### src/rtl/d_reg_pipe_pkg.sv
// Shared definitions for the STFT datapath: default word width, default
// pipeline depth and a constant-friendly ceil(log2) helper.
package d_reg_pipe_pkg;

    localparam int DEFAULT_WL    = 8;
    localparam int DEFAULT_DEPTH = 4;

    // Smallest r such that 2**r >= value; clog2(1) == 0.
    function automatic int clog2(input int value);
        int r;
        r = 0;
        while ((1 << r) < value) begin
            r = r + 1;
        end
        return r;
    endfunction

endpackage

### src/rtl/pipe_stage.sv
// One pipeline stage: a WL-bit data register plus a valid bit, with
// advance enable and synchronous flush. The flush always drops the valid
// bit; it zeroes the data bits only when CLR_DATA is set.
module pipe_stage #(
    parameter int WL       = 8,
    parameter int CLR_DATA = 1
) (
    input  logic          iCLK,
    input  logic          iRSTn,
    input  logic          en,
    input  logic          clr,
    input  logic [WL-1:0] d_data,
    input  logic          d_valid,
    output logic [WL-1:0] q_data,
    output logic          q_valid
);

    logic [WL-1:0] data_reg;
    logic          valid_reg;

    // Stage register: async reset, then flush, then advance, else hold.
    always_ff @(posedge iCLK or negedge iRSTn) begin
        if (!iRSTn) begin
            data_reg  <= '0;
            valid_reg <= 1'b0;
        end else if (clr) begin
            valid_reg <= 1'b0;
            if (CLR_DATA != 0) begin
                data_reg <= '0;
            end
        end else if (en) begin
            data_reg  <= d_data;
            valid_reg <= d_valid;
        end
    end

    assign q_data  = data_reg;
    assign q_valid = valid_reg;

endmodule

### src/rtl/d_reg_pipe.sv
// Delay-register pipeline: DEPTH enabled stages of data+valid, a tap port
// that reads any stage, and an occupancy counter tracking how many stages
// currently hold valid data.
module d_reg_pipe
    import d_reg_pipe_pkg::*;
#(
    parameter  int WL       = DEFAULT_WL,
    parameter  int DEPTH    = DEFAULT_DEPTH,
    parameter  int CLR_DATA = 1,
    localparam int TW       = (clog2(DEPTH) > 1) ? clog2(DEPTH) : 1,
    localparam int CW       = clog2(DEPTH + 1)
) (
    input  logic          iCLK,
    input  logic          iRSTn,
    input  logic          iEN,
    input  logic          iCLR,
    input  logic          iVALID,
    input  logic [WL-1:0] iDATA,
    input  logic [TW-1:0] iTAP_SEL,
    output logic [WL-1:0] oDATA,
    output logic          oVALID,
    output logic [WL-1:0] oTAP_DATA,
    output logic          oTAP_VALID,
    output logic [CW-1:0] oCNT,
    output logic          oFULL,
    output logic          oEMPTY
);

    logic [WL-1:0]    stage_data [DEPTH];
    logic [DEPTH-1:0] stage_valid;
    logic [CW-1:0]    cnt_reg;
    logic [CW-1:0]    cnt_next;
    logic [WL-1:0]    tap_data;
    logic             tap_valid;

    // Stage chain: stage 0 takes the input port, every other stage takes
    // its predecessor.
    generate
        for (genvar gi = 0; gi < DEPTH; gi++) begin : g_stage
            logic [WL-1:0] stage_d_data;
            logic          stage_d_valid;

            if (gi == 0) begin : g_head
                assign stage_d_data  = iDATA;
                assign stage_d_valid = iVALID;
            end else begin : g_body
                assign stage_d_data  = stage_data[gi-1];
                assign stage_d_valid = stage_valid[gi-1];
            end

            pipe_stage #(
                .WL       (WL),
                .CLR_DATA (CLR_DATA)
            ) u_stage (
                .iCLK    (iCLK),
                .iRSTn   (iRSTn),
                .en      (iEN),
                .clr     (iCLR),
                .d_data  (stage_d_data),
                .d_valid (stage_d_valid),
                .q_data  (stage_data[gi]),
                .q_valid (stage_valid[gi])
            );
        end
    endgenerate

    // Occupancy update: one in, one out on a shift. The count never exceeds
    // DEPTH because a valid entering a full pipe always pushes one out.
    always_comb begin
        cnt_next = cnt_reg;
        if (iCLR) begin
            cnt_next = '0;
        end else if (iEN) begin
            cnt_next = cnt_reg + CW'(iVALID) - CW'(stage_valid[DEPTH-1]);
        end
    end

    // Occupancy register, cleared together with the stage valid bits.
    always_ff @(posedge iCLK or negedge iRSTn) begin
        if (!iRSTn) begin
            cnt_reg <= '0;
        end else begin
            cnt_reg <= cnt_next;
        end
    end

    // Tap select: a single stage needs no mux; otherwise an out-of-range
    // select (non-power-of-2 depth) reads as an empty, zero stage.
    generate
        if (DEPTH == 1) begin : g_tap_single
            assign tap_data  = stage_data[0];
            assign tap_valid = stage_valid[0];
        end else begin : g_tap_mux
            always_comb begin
                tap_data  = '0;
                tap_valid = 1'b0;
                for (int k = 0; k < DEPTH; k++) begin
                    if (iTAP_SEL == TW'(k)) begin
                        tap_data  = stage_data[k];
                        tap_valid = stage_valid[k];
                    end
                end
            end
        end
    endgenerate

    assign oDATA      = stage_data[DEPTH-1];
    assign oVALID     = stage_valid[DEPTH-1];
    assign oTAP_DATA  = tap_data;
    assign oTAP_VALID = tap_valid;
    assign oCNT       = cnt_reg;
    assign oFULL      = (cnt_reg == CW'(DEPTH));
    assign oEMPTY     = (cnt_reg == '0);

endmodule

### config.mk
export PLATFORM = sky130hd
export DESIGN_NAME = d_reg_pipe
export DESIGN_NICKNAME = d
export VERILOG_FILES = /design/src/rtl/d_reg_pipe_pkg.sv /design/src/rtl/pipe_stage.sv /design/src/rtl/d_reg_pipe.sv
export SDC_FILE = /design/constraint.sdc
export NUM_CORES = 1
export LEC_CHECK = 0
export CELL_PAD_IN_SITES_DETAIL_PLACEMENT = 1
export CELL_PAD_IN_SITES_GLOBAL_PLACEMENT = 1
export CORE_UTILIZATION = 42
export CTS_BUF_LIST = sky130_fd_sc_hd__clkbuf_4 sky130_fd_sc_hd__clkbuf_8
export CTS_CLUSTER_SIZE = 16
export DETAILED_ROUTE_END_ITERATION = 8
export GPL_TIMING_DRIVEN = 0
export PLACE_DENSITY = 0.83
export SLEW_MARGIN = 10
export SYNTH_ARGS = -nofsm -noshare
export SYNTH_HDL_FRONTEND = slang
export SYNTH_SLANG_ARGS = --single-unit
### constraint.sdc
create_clock -name iCLK -period 2.3 [get_ports iCLK]
set_clock_uncertainty 0.1 [all_clocks]
set_input_delay 0.575 -clock iCLK [delete_from_list [all_inputs] [get_ports iCLK]]
set_output_delay 0.575 -clock iCLK [all_outputs]
set_load 0.02 [all_outputs]
==> out/results.ini <==
[timing]
slew_violations=0
rsz0062_at_grt=no
fmax_mhz=442
max-slew-margin-rel=0.632
hold_violations=0
fin_crit_sh=0.983
layout_min_cycle_time_ns=2.26
worstMarginPinSlew_ns=0.552
tns_ns=0
setup_violations=0
holdWs_ns=0.458

[cts]
clk_pin_slew_worst_paths_ns=0.07
h-tree-depth=2
cts.sinks=39
post_cts_buffers=0
numCtsBuffers=5
cts_root_buffer=clkbuf_8
cts_tree=done
clk_latency_ns=0.30
clk_path_buf_depth=2

[setup_path]
worst_path_largest_cell_delay_ns=0.52
start_kind=input pin
crit_arrival_ns=1.59
cp_cell_sequence=buf_6, mux4_2, dlygate4sd2_1
crit_path_end_kind=output port
worstPathRequired_ns=1.62
worstSetupPathType=input pin to output port
slowest_stage=mux4_2
r2r_cells=9
critPathMaxFanout=9

[floorplanning]
ios=38
num_rows=23
coreArea_um2=4140
dieArea_um2=4760
die_h_um=69.0
die_w_um=69.0
start_util=0.454

[placement]
dp.final_hpwl_um=3110
portBuffers=34
gp_congestion=0.765

[synthesis]
synth_top_area_share=0.518
syn_avg_cell_area_um2=12.6
ys_seq_area_frac=0.518
synth.largest_area_cell=dfrtp_1
yosysUniqueCellTypes=17
synth_area_um2=1880
synth_cells=149
syn_nets=167
ys_ff_latch=39
synthTopCellsByArea=dfrtp_1 52%, mux2i_1 20%, mux4_2 11%
ys.warnings.count=0

[drt]
antenna_left=0
top_layer=met4
drt_first_iter_violations=52
drc=0
met2_length_um=2310
wl_met1_um=1950
vias=1336
met3WireLength_um=226
drtPass1Iterations=4
wl_um=4550
wire_per_inst_um=18.7
avgViaCountPerCell=5.50

[pwr]
ir_drop_mv=0.549
p_per_area_nw_per_um2=663
p_leak_nw=1.25

[grt]
grt_pass1_wl_um=7290
grt_max_degree=35
grtUsageTotal=0.221
grt_antenna_before_repair=0
grt_overflow_total=0
grt_pass1_vias=1413

[outcome]
status=completed

[cells_and_area]
post-route-util=0.588
drive_above_1_share=0.155
antenna_cells=0
layout.nets=210
syn_to_final_growth_pct=29.4

[min_path]
hp-class=flop to flop
min_path_cells=2

[job]
max-cap-violations=0

## layout make-up
class / instances / area [um^2]
sequential: 39 / 976
multi-input combinational: 95 / 816
timing repair buffer: 36 / 355
clock buffer: 6 / 76.3
buffer: 11 / 76.3
inverter: 4 / 15.0
clock inverter: 2 / 60.1
tap: 50 / 62.6
fill: 434 / 1710
## routing by layer
| metal | vias up | GRT usage |
|---|---|---|
| met1 | 698 | 0.272 |
| met3 | 7 | 0.0641 |
| li1 | 595 | - |
| met4 | 0 | 0.0816 |
| met5 | - | 0 |
| met2 | 36 | 0.368 |
## path summary, 6_finish.rpt
check / from / end / slack [ns]
max in group asynchronous: iRSTn / g_stage[2].u_stage.q_valid$_DFFE_PN0P_ / 1.13
hold reg to reg: g_stage[0].u_stage.q_data[0]$_DFFE_PN0P_ / g_stage[0].u_stage.q_data[0]$_DFFE_PN0P_ / 0.46
min in group asynchronous: iRSTn / g_stage[1].u_stage.q_data[6]$_DFFE_PN0P_ / 0.54
hold / removal: g_stage[0].u_stage.q_data[0]$_DFFE_PN0P_ / g_stage[0].u_stage.q_data[0]$_DFFE_PN0P_ / 0.46
setup / recovery: iTAP_SEL[1] / oTAP_DATA[0] / 0.04
setup reg to reg: oCNT[0]$_DFFE_PN0P_ / oCNT[2]$_DFFE_PN0P_ / 0.22
## worst max-delay path, delay by kind of cell
family	cells	cell delay, ns
buffers and inverters	2	0.49
multiplexers	1	0.52
## cell usage after synthesis
library cell	count
a21oi_1	1
a31o_2	1
buf_2	4
buf_4	4
buf_6	2
clkbuf_1	1
dfrtp_1	39
fa_1	1
ha_1	2
inv_1	4
mux2i_1	38
mux4_2	9
nand2b_1	1
nor2_1	39
nor3_1	1
nor3b_1	1
xor2_1	1
## power by group
group / switching [W] / internal (W)
Combinational: 0.000106 / 0.0000964
Clock: 0.000241 / 0.000445
Sequential: 0.0000200 / 0.000706
## stage by stage
| step | worst slack [ns] | instance area [um^2] | cells | total power (W) |
|---|---|---|---|---|
| 4_1_cts | 0.0235 | 2430 | 243 | 0.00164 |
| 2_1_floorplan | 0.253 | 1880 | 149 | 0.000855 |
| 3_3_place_gp | -0.349 | 2290 | 233 | 0.000939 |
| 5_1_grt | 0.00257 | 2440 | 243 | 0.00167 |
| 6_report | 0.0397 | 2440 | 243 | 0.00162 |
| 3_5_place_dp | -0.194 | 2300 | 234 | 0.000950 |
## kinds of logic (layout without fill, tap and decap cells)
group,count (synthesis),after routing,synth area share
muxes,47,47,0.310
and+or+nand+nor,42,42,0.0877
DFF,39,39,0.518
buffers and inverters,15,59,0.0485
adders and majority gates,3,3,0.0239
AOI/OAI and AO/OA,2,2,0.00731
xor gates and xnor gates,1,1,0.00465
## cell usage in the layout, fill, tap and decap left out
cell type         n
buf_2             5
a31o_2            1
nand2b_1          1
inv_1             4
buf_4             4
bufinv_16         2
dlygate4sd3_1     1
dlygate4sd2_1    10
dfrtp_1          39
clkbuf_1          1
xor2_1            1
clkdlybuf4s50_1  22
nor3b_1           1
mux2i_1          38
buf_12            1
ha_1              2
nor3_1            1
clkbuf_4          1
nor2_1           39
mux4_2            9
fa_1              1
a21oi_1           1
clkbuf_8          5
dlymetal6s2s_1    1
buf_6             2
## flip-flops by register name, summed over array words and instances, names as in the netlist
register,flops
oCNT,3
g_stage.u_stage.q_valid,4
g_stage.u_stage.q_data,32
## what timing repair did
item                       4_1_cts  5_1_grt
hold buffers                     1        0
resized for setup               10        1
hold endpoints to repair         4        0
setup endpoints to repair       10        1
Power figures use the tool's default switching activity.
==> RTL change 1 (config.mk and constraints unchanged) <==
The package constant `DEFAULT_WL` goes from 8 to 9.
--- a/src/rtl/d_reg_pipe_pkg.sv
+++ b/src/rtl/d_reg_pipe_pkg.sv
@@ -3,5 +3,5 @@
 package d_reg_pipe_pkg;
 
-    localparam int DEFAULT_WL    = 8;
+    localparam int DEFAULT_WL    = 9;
     localparam int DEFAULT_DEPTH = 4;
 
Interface: changed (resized iDATA, oDATA and oTAP_DATA); port bits go from 38 to 41. The function was not compared with the original's and may differ.
==> RTL change 1 against the unedited design <==
  * Setup slack got worse by 9.9 ps
  * Synthesized cell count increased by 9.4%
  * Routed wire length increased by 8.6%
  * Design area increased by 8.1%
  * Sequential cell count increased by 4
  * Area after synthesis increased by 10%
  * Total power decreased by 3.6%
  * Sequential share of layout area increased by 0.79 points
  * Combinational power increased by 8%
  * Via count increased by 7.0%
==> RTL change 1: results <==
group,metric,value,unit
cells_and_area,fin_area,2640,sq um
cells_and_area,diodes,0,
power,peakVddDrop,0.000315,V
power,p_leak,0.00131,uW
grt,antenna_found_initial,0,
detailed_routing,wl_per_cell,17.9,microns
min_path,hp-class,"input port to async pin",
place,dp_slack,-209,ps
place,dp_cells,267,
power,p_seq,800,uW
clock_tree,cts_buffer_depth,2,
grt,grt_max_degree,34,
critical_path,crit_path_end,"oTAP_DATA[6]",
yosys,seq_area_frac_synth,51.7,%
detailed_routing,num_vias,1429,
yosys,async_flop_share,100,%
critical_path,worstReg2RegEnd,"oCNT[2]$_DFFE_PN0P_",
yosys,synth.net_count,182,
clock_tree,postCtsSetupBuffers,0,
cells_and_area,drive_above_1_share,14.4,%
clock_tree,clk_pin_slew,80,ps
critical_path,r2r-start,"oCNT[0]$_DFFE_PN0P_",
critical_path,rrSetupSlack,170,ps
critical_path,cp-startpoint,"iTAP_SEL[1]",
clock_tree,cts_buffers,5,
power,switchingPower,389,uW
critical_path,r2r_cells,9,
detailed_routing,first_pass_iters,4,
detailed_routing,viasPerCell,5.20,
critical_path,cp_max_fo,10,
cells_and_area,nFillCells,495,
yosys,synth_area_leaders,"dfrtp_1 (52%), mux2i_1 (20%), mux4_2 (11%)",
clock_tree,cts_root_buf,"clkbuf_8",
power,clockPowerShare,34.5,%
timing,clock.fmax,0.441,GHz
yosys,yosys-top-cells-count,"dfrtp_1 (43), nor2_1 (43), mux2i_1 (42)",
cells_and_area,largest_reg_flops,36,
clock_tree,post_cts_resized,12,
grt,grt_pass1_wl,8070,microns
place,post_dp_cell_area,2540,sq um
clock_tree,htree_levels,2,
place,dp_hpwl,3470,microns
place,io_buffers,36,
cells_and_area,nNetsFinal,226,
grt,first_global_vias,1529,
critical_path,crit_arrival,1600,ps
status,status,"finished, final reports clean",
place,gp_congestion,0.726,
timing,relSlewSlack,63.1,%
yosys,ys_types,17,
yosys,syn_inst,163,
yosys,yosys_warnings,0,
power,swShare,25.0,%
grt,track_usage,21.0,%
detailed_routing,drtIter0Drc,74,
[RTL change 1: changes by cell type after synthesis, sizes merged]
cell	delta
dfrtp	+4
mux2i	+4
nor2	+4
clkbuf	+2
buf	-1
mux4	+1
[RTL change 1: cells by family after synthesis]
| family | Yosys count | synth area share (%) |
|---|---|---|
| multiplexers | 52 | 31.0 |
| adder cells (fa/ha/maj) | 3 | 2.16 |
| XOR/XNOR | 1 | 0.421 |
| buffers and inverters | 16 | 5.35 |
| flip-flops | 43 | 51.7 |
| AND/OR/NAND/NOR | 46 | 8.66 |
| AO/OA/AOI/OAI | 2 | 0.661 |
[RTL change 1: worst min path at each step]
stage / to / slack [ps] / startpoint
after floorplan: g_stage[0].u_stage.q_data[0]$_DFFE_PN0P_ / 180 / iRSTn
after global placement: g_stage[3].u_stage.q_data[8]$_DFFE_PN0P_ / 420 / g_stage[2].u_stage.q_data[8]$_DFFE_PN0P_
after detailed placement: oCNT[0]$_DFFE_PN0P_ / 380 / iRSTn
after CTS: oCNT[0]$_DFFE_PN0P_ / 60 / iRSTn
after global routing: g_stage[3].u_stage.q_data[0]$_DFFE_PN0P_ / 60 / iRSTn
final: oCNT[0]$_DFFE_PN0P_ / 60 / iRSTn
[RTL change 1: worst max-delay path: stages]
cell and delay, ps:
buf_6 170, mux4_2 510, dlygate4sd2_1 340
[RTL change 1: metal layers]
metal	vias up	part of all wire, %	global-route usage [%]	wire, microns
met2	34	49	34.9	2440
met5	-	0	0	0
met1	744	46	28.6	2270
met4	0	0.91	4.58	45
met3	5	3.6	4.58	177
li1	646	-	-	-
[RTL change 1: area by class of cell]
cell class,instances,area share (%)
repair buffers,37,13.9
multi-input cells,104,33.9
plain buffers,12,3.66
inverters,4,0.570
well taps,67,3.18
clock buffers,8,3.94
flip-flops and latches,43,40.8
==> RTL change 2 (same flow settings) <==
Without the edit above. Put one more register stage on the output `oCNT`, cleared by the reset. The value now appears one clock later. The other outputs are not delayed to match.
--- a/src/rtl/d_reg_pipe.sv
+++ b/src/rtl/d_reg_pipe.sv
@@ -109,5 +109,11 @@
     assign oTAP_DATA  = tap_data;
     assign oTAP_VALID = tap_valid;
-    assign oCNT       = cnt_reg;
+    always_ff @(posedge iCLK or negedge iRSTn) begin
+        if (!iRSTn) begin
+            oCNT <= '0;
+        end else begin
+            oCNT <= cnt_reg;
+        end
+    end
     assign oFULL      = (cnt_reg == CW'(DEPTH));
     assign oEMPTY     = (cnt_reg == '0);
Behaviour: not the same (a bounded check fails within 4 cycles, from zero or initial values and one cycle with iRSTn low).
==> RTL change 2 against the unedited design <==
  * Sequential cell count rose by 3
  * Setup slack lost 2.2 ps
  * Area after synthesis up 4.0%
  * Design area rose by 1.1%
  * Critical endpoint is now oTAP_DATA[4]
  * Via count increased by 0.67%
  * Critical path depth did not move
  * Total power down 7.8%
  * Routed wire length is 5.4% higher
==> RTL change 2: results <==
group,metric,value,unit
grt,grt.met3_usage,4.62,%
grt,antenna_found_initial,0,
critical_path,worstReg2RegEnd,"cnt_reg[2]$_DFFE_PN0P_",
place,gp_congestion,0.776,
yosys,yosys-top-cells-count,"dfrtp_1 (42), nor2_1 (39), mux2i_1 (38)",
critical_path,cp_max_fo,9,
timing,fin_crit_sh,98.4,%
yosys,synth.net_count,170,
cells_and_area,nNetsFinal,212,
detailed_routing,first_pass_iters,4,
timing,finalHoldViolations,0,
power,peakVddDrop,0.000340,V
place,post_dp_cell_area,2380,sq um
yosys,seq_area_frac_synth,53.7,%
timing,tightest_slew,553,ps
critical_path,cp-startpoint,"iTAP_SEL[1]",
grt,use_met2,35.0,%
clock_tree,post_cts_resized,10,
grt,grt_pass1_wl,7900,microns
detailed_routing,wl_met2,2430,microns
clock_tree,htree_levels,2,
detailed_routing,drtIter0Drc,65,
cells_and_area,drive_above_1_share,15.4,%
critical_path,r2r_cells,9,
grt,first_global_vias,1512,
place,dp_cells,239,
min_path,hp-class,"input port to async pin",
yosys,yosys_warnings,0,
grt,use_met1,28.5,%
clock_tree,clk_pin_slew,80,ps
critical_path,crit_path_top_delay_cell,"mux4_2",
clock_tree,cts_buffers,5,
place,dp_hpwl,3320,microns
yosys,syn_inst,152,
detailed_routing,met1Wirelength,2140,microns
timing,hold_slack,86.6,ps
cells_and_area,largest_reg_flops,32,
detailed_routing,wl,4790,microns
clock_tree,postCtsSetupBuffers,0,
yosys,ys_types,17,
critical_path,crit_arrival,1590,ps
grt,track_usage,21.5,%
critical_path,rrSetupSlack,190,ps
detailed_routing,route.met3.wl,159,microns
critical_path,crit_path_end,"oTAP_DATA[4]",
yosys,synth_area_leaders,"dfrtp_1 (54%), mux2i_1 (19%), mux4_2 (10%)",
cells_and_area,final_cells,247,
place,dp_slack,-192,ps
status,status,"finished, final reports clean",
yosys,synth_ff_type,"dfrtp_1",
detailed_routing,dr.max_layer_used,"met4",
critical_path,max_stage_delay,520,ps
yosys,async_flop_share,100,%
critical_path,r2r-start,"cnt_reg[0]$_DFFE_PN0P_",
place,io_buffers,34,
grt,grt_max_degree,29,
power,p_leak,0.00127,uW
detailed_routing,viasPerCell,5.45,
clock_tree,cts_root_buf,"clkbuf_8",
power,swShare,25.4,%
[RTL change 2: changes by cell type after synthesis]
cell     delta
dfrtp_1     +3
[RTL change 2: power groups by stage]
| stage | Sequential, uW | Combinational [uW] | Clock [uW] |
|---|---|---|---|
| 4_1_cts | 784 | 207 | 518 |
| 3_5_place_dp | 798 | 213 | 0 |
| 6_report | 784 | 203 | 503 |
| 5_1_grt | 787 | 221 | 539 |
| 3_3_place_gp | 795 | 204 | 0 |
| 2_1_floorplan | 797 | 116 | 0 |
[RTL change 2: cells by family after synthesis]
group | count (synthesis) | synth area share (%)
compound gates | 2 | 0.703
simple gates | 42 | 8.43
fa+ha+maj | 3 | 2.30
buf+inv | 15 | 4.66
xor+xnor | 1 | 0.447
mux | 47 | 29.8
flops | 42 | 53.7
[RTL change 2: final cells by class]
cell class	count	area (sq um)
fill	455	1950
clock buffer	7	90.1
buffer	11	76.3
sequential	42	1050
tap	52	65.1
multi-input combinational	95	816
clock inverter	1	5.00
timing repair buffer	35	347
inverter	4	15.0
